`src/rtl/uart_pkg.sv`:
```
// Shared constants and state encoding for the UART receiver.
// UART_RX_PARITY_EN adds the even-parity state to the encoding.
package uart_pkg;

  localparam int unsigned OVERSAMPLE = 16;
  localparam int unsigned MID_SAMPLE = 7;
  localparam int unsigned DATA_BITS  = 8;
  localparam int unsigned OS_W       = $clog2(OVERSAMPLE);
  localparam int unsigned IDX_W      = $clog2(DATA_BITS);

  typedef enum logic [2:0] {
    ST_IDLE   = 3'd0,
    ST_START  = 3'd1,
    ST_DATA   = 3'd2,
`ifdef UART_RX_PARITY_EN
    ST_PARITY = 3'd3,
`endif
    ST_STOP   = 3'd4
  } rx_state_e;

  // Even-parity bit that makes the total count of ones even.
  function automatic logic even_parity(input logic [DATA_BITS-1:0] d);
    return ^d;
  endfunction

endpackage

```
`src/rtl/uart_rx_tick.sv`:
```
// Oversample tick generator: counts 0..DIV-1 and pulses tick_o once per wrap.
// clr_i restarts the count so ticks align with a detected start edge.
module uart_rx_tick #(
  parameter int unsigned DIV = 130
) (
  input  logic sys_clk,
  input  logic sys_rst_l,
  input  logic clr_i,
  output logic tick_o
);

  localparam int unsigned CW = (DIV > 1) ? $clog2(DIV) : 1;

  logic [CW-1:0] cnt_q;

  always_ff @(posedge sys_clk or negedge sys_rst_l) begin
    if (!sys_rst_l) begin
      cnt_q  <= '0;
      tick_o <= 1'b0;
    end else if (clr_i) begin
      cnt_q  <= '0;
      tick_o <= 1'b0;
    end else if (cnt_q == CW'(DIV - 1)) begin
      cnt_q  <= '0;
      tick_o <= 1'b1;
    end else begin
      cnt_q  <= cnt_q + CW'(1);
      tick_o <= 1'b0;
    end
  end

endmodule

```
`src/rtl/uart_rx.sv`:
```
// 8N1 UART receiver with 16x oversampling and mid-bit sampling.
// Define UART_RX_PARITY_EN to add an even-parity bit and the rx_parity_err port.
module uart_rx
  import uart_pkg::*;
#(
  parameter int unsigned XTAL_CLK = 20000000,
  parameter int unsigned BAUD     = 9600,
  parameter int unsigned DIV      = XTAL_CLK / (BAUD * 16)
) (
  input  logic                 sys_clk,
  input  logic                 sys_rst_l,
  input  logic                 rxd,
  output logic [DATA_BITS-1:0] rx_data,
  output logic                 rx_valid,
`ifdef UART_RX_PARITY_EN
  output logic                 rx_parity_err,
`endif
  output logic                 rx_frame_err
);

  rx_state_e            state_q;
  logic                 rxd_s1_q, rxd_s2_q, rxd_prev_q;
  logic [OS_W-1:0]      os_cnt_q;
  logic [IDX_W-1:0]     bit_idx_q;
  logic [DATA_BITS-1:0] shift_q;
  logic                 tick;
  logic                 start_edge_c;
  logic                 tick_clr_c;
`ifdef UART_RX_PARITY_EN
  logic                 par_bad_q;
`endif

  // Two-flop synchronizer plus one history flop for falling-edge detection.
  always_ff @(posedge sys_clk or negedge sys_rst_l) begin
    if (!sys_rst_l) begin
      rxd_s1_q   <= 1'b1;
      rxd_s2_q   <= 1'b1;
      rxd_prev_q <= 1'b1;
    end else begin
      rxd_s1_q   <= rxd;
      rxd_s2_q   <= rxd_s1_q;
      rxd_prev_q <= rxd_s2_q;
    end
  end

  assign start_edge_c = rxd_prev_q & ~rxd_s2_q;
  assign tick_clr_c   = (state_q == ST_IDLE) && start_edge_c;

  uart_rx_tick #(.DIV(DIV)) u_tick (
    .sys_clk   (sys_clk),
    .sys_rst_l (sys_rst_l),
    .clr_i     (tick_clr_c),
    .tick_o    (tick)
  );

  // Frame FSM; every sample point is a tick where the oversample count wraps mid-bit.
  always_ff @(posedge sys_clk or negedge sys_rst_l) begin
    if (!sys_rst_l) begin
      state_q       <= ST_IDLE;
      os_cnt_q      <= '0;
      bit_idx_q     <= '0;
      shift_q       <= '0;
      rx_data       <= '0;
      rx_valid      <= 1'b0;
      rx_frame_err  <= 1'b0;
`ifdef UART_RX_PARITY_EN
      rx_parity_err <= 1'b0;
      par_bad_q     <= 1'b0;
`endif
    end else begin
      rx_valid      <= 1'b0;
      rx_frame_err  <= 1'b0;
`ifdef UART_RX_PARITY_EN
      rx_parity_err <= 1'b0;
`endif
      unique case (state_q)
        ST_IDLE: begin
          if (start_edge_c) begin
            state_q   <= ST_START;
            os_cnt_q  <= '0;
            bit_idx_q <= '0;
          end
        end

        ST_START: begin
          if (tick) begin
            if (os_cnt_q == OS_W'(MID_SAMPLE)) begin
              os_cnt_q <= '0;
              state_q  <= rxd_s2_q ? ST_IDLE : ST_DATA;
            end else begin
              os_cnt_q <= os_cnt_q + OS_W'(1);
            end
          end
        end

        ST_DATA: begin
          if (tick) begin
            os_cnt_q <= os_cnt_q + OS_W'(1);
            if (os_cnt_q == OS_W'(OVERSAMPLE - 1)) begin
              shift_q   <= {rxd_s2_q, shift_q[DATA_BITS-1:1]};
              bit_idx_q <= bit_idx_q + IDX_W'(1);
              if (bit_idx_q == IDX_W'(DATA_BITS - 1)) begin
`ifdef UART_RX_PARITY_EN
                state_q <= ST_PARITY;
`else
                state_q <= ST_STOP;
`endif
              end
            end
          end
        end

`ifdef UART_RX_PARITY_EN
        ST_PARITY: begin
          if (tick) begin
            os_cnt_q <= os_cnt_q + OS_W'(1);
            if (os_cnt_q == OS_W'(OVERSAMPLE - 1)) begin
              par_bad_q <= even_parity(shift_q) ^ rxd_s2_q;
              state_q   <= ST_STOP;
            end
          end
        end
`endif

        ST_STOP: begin
          if (tick) begin
            os_cnt_q <= os_cnt_q + OS_W'(1);
            if (os_cnt_q == OS_W'(OVERSAMPLE - 1)) begin
              state_q  <= ST_IDLE;
              os_cnt_q <= '0;
`ifdef UART_RX_PARITY_EN
              // A parity mismatch outranks the stop level so pulses stay exclusive.
              if (par_bad_q) begin
                rx_parity_err <= 1'b1;
              end else
`endif
              if (rxd_s2_q) begin
                rx_data  <= shift_q;
                rx_valid <= 1'b1;
              end else begin
                rx_frame_err <= 1'b1;
              end
            end
          end
        end

        default: state_q <= ST_IDLE;
      endcase
    end
  end

endmodule

```
`config.mk`:
```
export PLATFORM = sky130hd
export DESIGN_NAME = uart_rx
export DESIGN_NICKNAME = d
export VERILOG_FILES = /design/src/rtl/uart_pkg.sv /design/src/rtl/uart_rx_tick.sv /design/src/rtl/uart_rx.sv
export SDC_FILE = /design/constraint.sdc
export NUM_CORES = 1
export LEC_CHECK = 0
export ABC_AREA = 1
export CAP_MARGIN = 30
export CORE_UTILIZATION = 45
export DETAILED_ROUTE_END_ITERATION = 6
export HOLD_SLACK_MARGIN = 0.03
export PLACE_DENSITY = 0.61
export SLEW_MARGIN = 0
export SYNTH_ARGS = -nofsm -noshare
export SYNTH_HDL_FRONTEND = slang
export SYNTH_SLANG_ARGS = --single-unit
export TNS_END_PERCENT = 1
```
`constraint.sdc`:
```
create_clock -name sys_clk -period 4.1 [get_ports sys_clk]
set_clock_uncertainty 0.15 [all_clocks]
set_input_delay 1.025 -clock sys_clk [delete_from_list [all_inputs] [get_ports sys_clk]]
set_output_delay 1.025 -clock sys_clk [all_outputs]
set_load 0.01 [all_outputs]
```
; After elaboration in Yosys (flattened, before gate mapping)
; Index checks and enable logic that the tools add are counted.
[totals]
regBits = 40
inputBits = 3
[op_classes]
n_bitwise = 2
addsub = 3
n_reduce_logical = 9
n_eq_ne = 15
n_mux = 33
[op_table]
columns = cell, n
row1 = two-way mux 3 bit, 11
row2 = two-way mux 4 bit, 6
row3 = two-way mux 8 bit, 2
row4 = case mux 4 bit (4 select lines), 1
row5 = case mux 3 bit (4 select lines), 1
row6 = two-way mux 1 bit, 10
row7 = "inequality test 2 bit, second input constant", 5
row8 = "adder 8 x 1 -> 8 bit, second input constant", 1
row9 = "equality test 8 bit, second input constant", 1
row10 = AND reduction 4 bit, 2
row11 = AND reduction 8 bit, 1
row12 = "equality test 3 bit, second input constant", 2
row13 = "inequality test 2 x 1 -> 1 bit, second input constant", 3
row14 = case mux 3 bit (2 select lines), 1
row15 = AND reduction 5 bit, 1
row16 = "adder 4 x 1 -> 4 bit, second input constant", 1
row17 = "equality test 4 x 3 -> 1 bit, second input constant", 1
row18 = "equality test 4 bit, second input constant", 1
row19 = nonzero test 4 bit, 1
row20 = "adder 3 x 1 -> 3 bit, second input constant", 1
row21 = "equality test 3 x 1 -> 1 bit, second input constant", 1
row22 = "equality test 3 x 2 -> 1 bit, second input constant", 1
row23 = zero test 3 bit, 1
row24 = AND reduction 3 bit, 1
row25 = other kinds (5), 5

; Logic depth before layout (Yosys ltp)
[depth]
word_depth = 5
ltp_mapped = 9
ltp_nobuf = 9

; Modules after synthesis
; Synthesis repeated with hierarchy kept, for this count alone.
[unflattened]
hier_cells = 225
area_unflattened_um2 = 1980.6
[modules_own_cells]
columns = mod, area_per_inst_um2, cells_each, n_inst
row1 = uart_rx, 1532.7, 167, 1
row2 = uart_rx_tick, 447.9, 58, 1

; Least setup slack after synthesis
; OpenSTA, ideal clock, no wires.
[synth_timing]
path_type = register to output
startpoint = register rx_data[0]
endpoint = output port rx_data[0]
stages_incl_launch_ff = 1
arrival_time_ns = 0.385
n_path_buf = 0
setup_slack_ns = 2.540
path_cell_list = dfrtp_1
[synth_rtl]
columns = item, line
row1 = "start, declared", uart_rx.sv:13  ; output logic [DATA_BITS-1:0] rx_data,
row2 = "start signal, assigned", uart_rx.sv:138  ; rx_data <= shift_q;
; No word-level cell between the ends.

; Worst setup path in the final report
[layout_timing]
startpoint = register rx_data[6]
endpoint = output port rx_data[6]
; No word-level cell between the ends.

==> out/metrics.cfg <==
[setup_path]
cp_slowest_cell=clkdlybuf4s50_1
start_kind=flip-flop
crit_chain=clkdlybuf4s50_1
r2r_end=rx_data[0]
cp-end-kind=output pin
slowest_delay_ns=0.53
cp_top_family=buffers and inverters
r2r_cells=7
crit_fanout=2
rr_startpoint=os_cnt_q[0]
r2r_slack_ns=2.29
crit_buf_inv=1
worstPathArrival_ns=1.17
crit_required_ns=2.92
crit_cells=1
critical_path_class=reg -> out

[synth]
mappedNetlistArea_sq_um=1950
syn-mean-instance-area_sq_um=8.82
synth-simple-area-share_pct=30.0
synth-xor-area-share_pct=1.35
synth-compound-area-share_pct=6.74
synth.distinct_cells=28
synth-seq-area-share_pct=51.5
synthesis.nets=229
synth.area.mux_share_pct=0
syn_inst=221
ys_warn_count=0
synth_top_family_by_area=simple AND/OR/NAND/NOR gates
synth.ff_latch_count=40
synthAdderAreaFrac_pct=3.21

[cells_and_area]
final_cell_mix=nand2_1, dfrtp_1, inv_1, nor2_1, nand3_1
final_cells=288
mostFrequentLayoutCell=nand2_1
n_antenna_cell=0
n_fill_cell=383
final_util_pct=53.2
multiInputGateArea_sq_um=806
nets=245
areaGrowthSynthToFinish_pct=11.6
post-route-cell-area_sq_um=2170
seqCellArea_sq_um=1000
drive_gt1_share_pct=13.4

[die]
fp-row-count=23
core_sq_um=4090
dieArea_sq_um=4600
io_pins=13
die_h_um=67.8
die_w_um=67.8
start_util_pct=47.7

[clock_tree]
numCtsBuffers=5
htreeDepth=2
cts_resized=0
cts_tree=yes
ctsHoldBuffers=0
post_cts_buffers=0
cts_buffer_depth=2
clk_latency_ns=0.29
root_buffer=clkbuf_8
cts.sinks=40
clk_pin_slew_ns=0.07

[detailed_routing]
ant_nets=0
wire_per_inst_um=10.7
wl_mm=3.10
drc_errors=0
detail_route.vias_per_cell=4.89
drt_iter0_markers=103
via_count=1407
firstDrtPassIters=6

[power]
power_leakage_nw=1.11
p_total_mw=1.04
power_density_nw_per_um2=480
ir_worst_vdd_uv=442

[grt]
grt_pass1_wl_mm=5.60
grt_max_degree=41
grt-ovfl-total=0
grt_pass1_vias=1307
antenna_found_initial=0
grt_usage_pct=16.6

[worst_hold_path]
hold-path-cell-count=0
min_to=rxd_s2_q
worstHoldStart=rxd_s1_q
hold_path.class=reg -> reg

[timing]
worst_slack_ns=1.76
min_period_ns=2.34
tns_ns=0
relSlewSlack_pct=43.6
whs_ns=0.206
fin_crit_sh_pct=57.1
hold_viol_final=0
worst_pin_slew_ns=0.846
maxSlewViolCount=0
clock.fmax_mhz=427
rsz0062_at_grt=false
setup_viol=0

[place]
io_buffers=12
placedInstanceArea_sq_um=2090
place_congestion=0.776
dp_hpwl_mm=2.21
place_ws_ns=2.07
post-place-cells=280

[status]
status=finished, final reports clean

[flow_run]
drv_cap=0

## logic make-up after synthesis
family                     count (synthesis)
adders and majority gates                  5
and+or+nand+nor                          122
AOI/OAI and AO/OA                         20
xor gates and xnor gates                   3
DFF                                       40
buffers and inverters                     31
## metal layers
metal / track usage [%] / vias up / wire, um
met1: 21.7 / 652 / 1580
li1: - / 731 / -
met2: 25.9 / 19 / 1360
met5: 0 / - / 0
met3: 4.50 / 5 / 111
met4: 7.03 / 0 / 48
## state kept, by name (all words and copies together) (netlist names)
signal / count
rxd_s2_q: 1
rxd_prev_q: 1
bit_idx_q: 3
state_q: 3
rx_data: 8
u_tick.tick_o: 1
u_tick.cnt_q: 8
os_cnt_q: 4
rxd_s1_q: 1
rx_valid: 1
rx_frame_err: 1
shift_q: 8
## worst reg2reg max path, delay by kind of cell, from the launching register on
family                   cells  cell delay [ns]
flip-flops                   1             0.42
adder cells (fa/ha/maj)      1             0.27
buffers and inverters        1             0.20
AND/OR/NAND/NOR              5             0.70
## synthesized netlist by cell type
cell	instances	area, sq um
nand2_1	64	240
nor3b_1	1	7.51
nand3b_1	3	22.5
nor4_1	1	6.26
nand3_4	1	17.5
dfstp_2	3	78.8
nor3_1	2	10.0
a21oi_2	1	8.76
dfrtp_1	37	926
o21ai_2	7	61.3
nand3_2	1	10.0
nand3_1	15	75.1
buf_6	3	33.8
o21ai_1	4	20.0
nor2_1	20	75.1
xnor2_1	1	8.76
a21oi_1	1	5.00
ha_1	5	62.6
inv_2	2	7.51
o21ai_0	6	30.0
nor2_8	1	20.0
nor2_4	2	22.5
nand4_1	4	25.0
inv_1	26	97.6
xor2_1	2	17.5
nor2_2	5	31.3
a31oi_1	1	6.26
nand2_4	2	22.5
## report_power, final
| group | total (mW) | internal [mW] | switching (mW) |
|---|---|---|---|
| logic | 0.299 | 0.109 | 0.190 |
| registers | 0.498 | 0.439 | 0.0587 |
| clock network | 0.246 | 0.119 | 0.127 |
| total | 1.04 | 0.667 | 0.375 |
## area by class of cell
cell class	instances	area share [%]
timing repair buffer	12	5.29
tap	50	2.88
clock buffer	7	3.51
sequential	40	46.2
clock inverter	1	0.230
inverter	28	4.83
multi-input combinational	150	37.1
## worst max-delay path by stage
| stage | startpoint | slack (ns) | to |
|---|---|---|---|
| 6_report | rx_data[6] | 1.76 | rx_data[6] |
| 5_1_grt | rx_data[0] | 1.69 | rx_data[0] |
| 4_1_cts | rx_data[6] | 1.74 | rx_data[6] |
| 3_5_place_dp | rx_data[3] | 2.07 | rx_data[3] |
| 3_3_place_gp | rx_data[6] | 2.07 | rx_data[6] |
| 2_1_floorplan | rx_data[0] | 2.54 | rx_data[0] |
(Power assumes the default switching activity.)
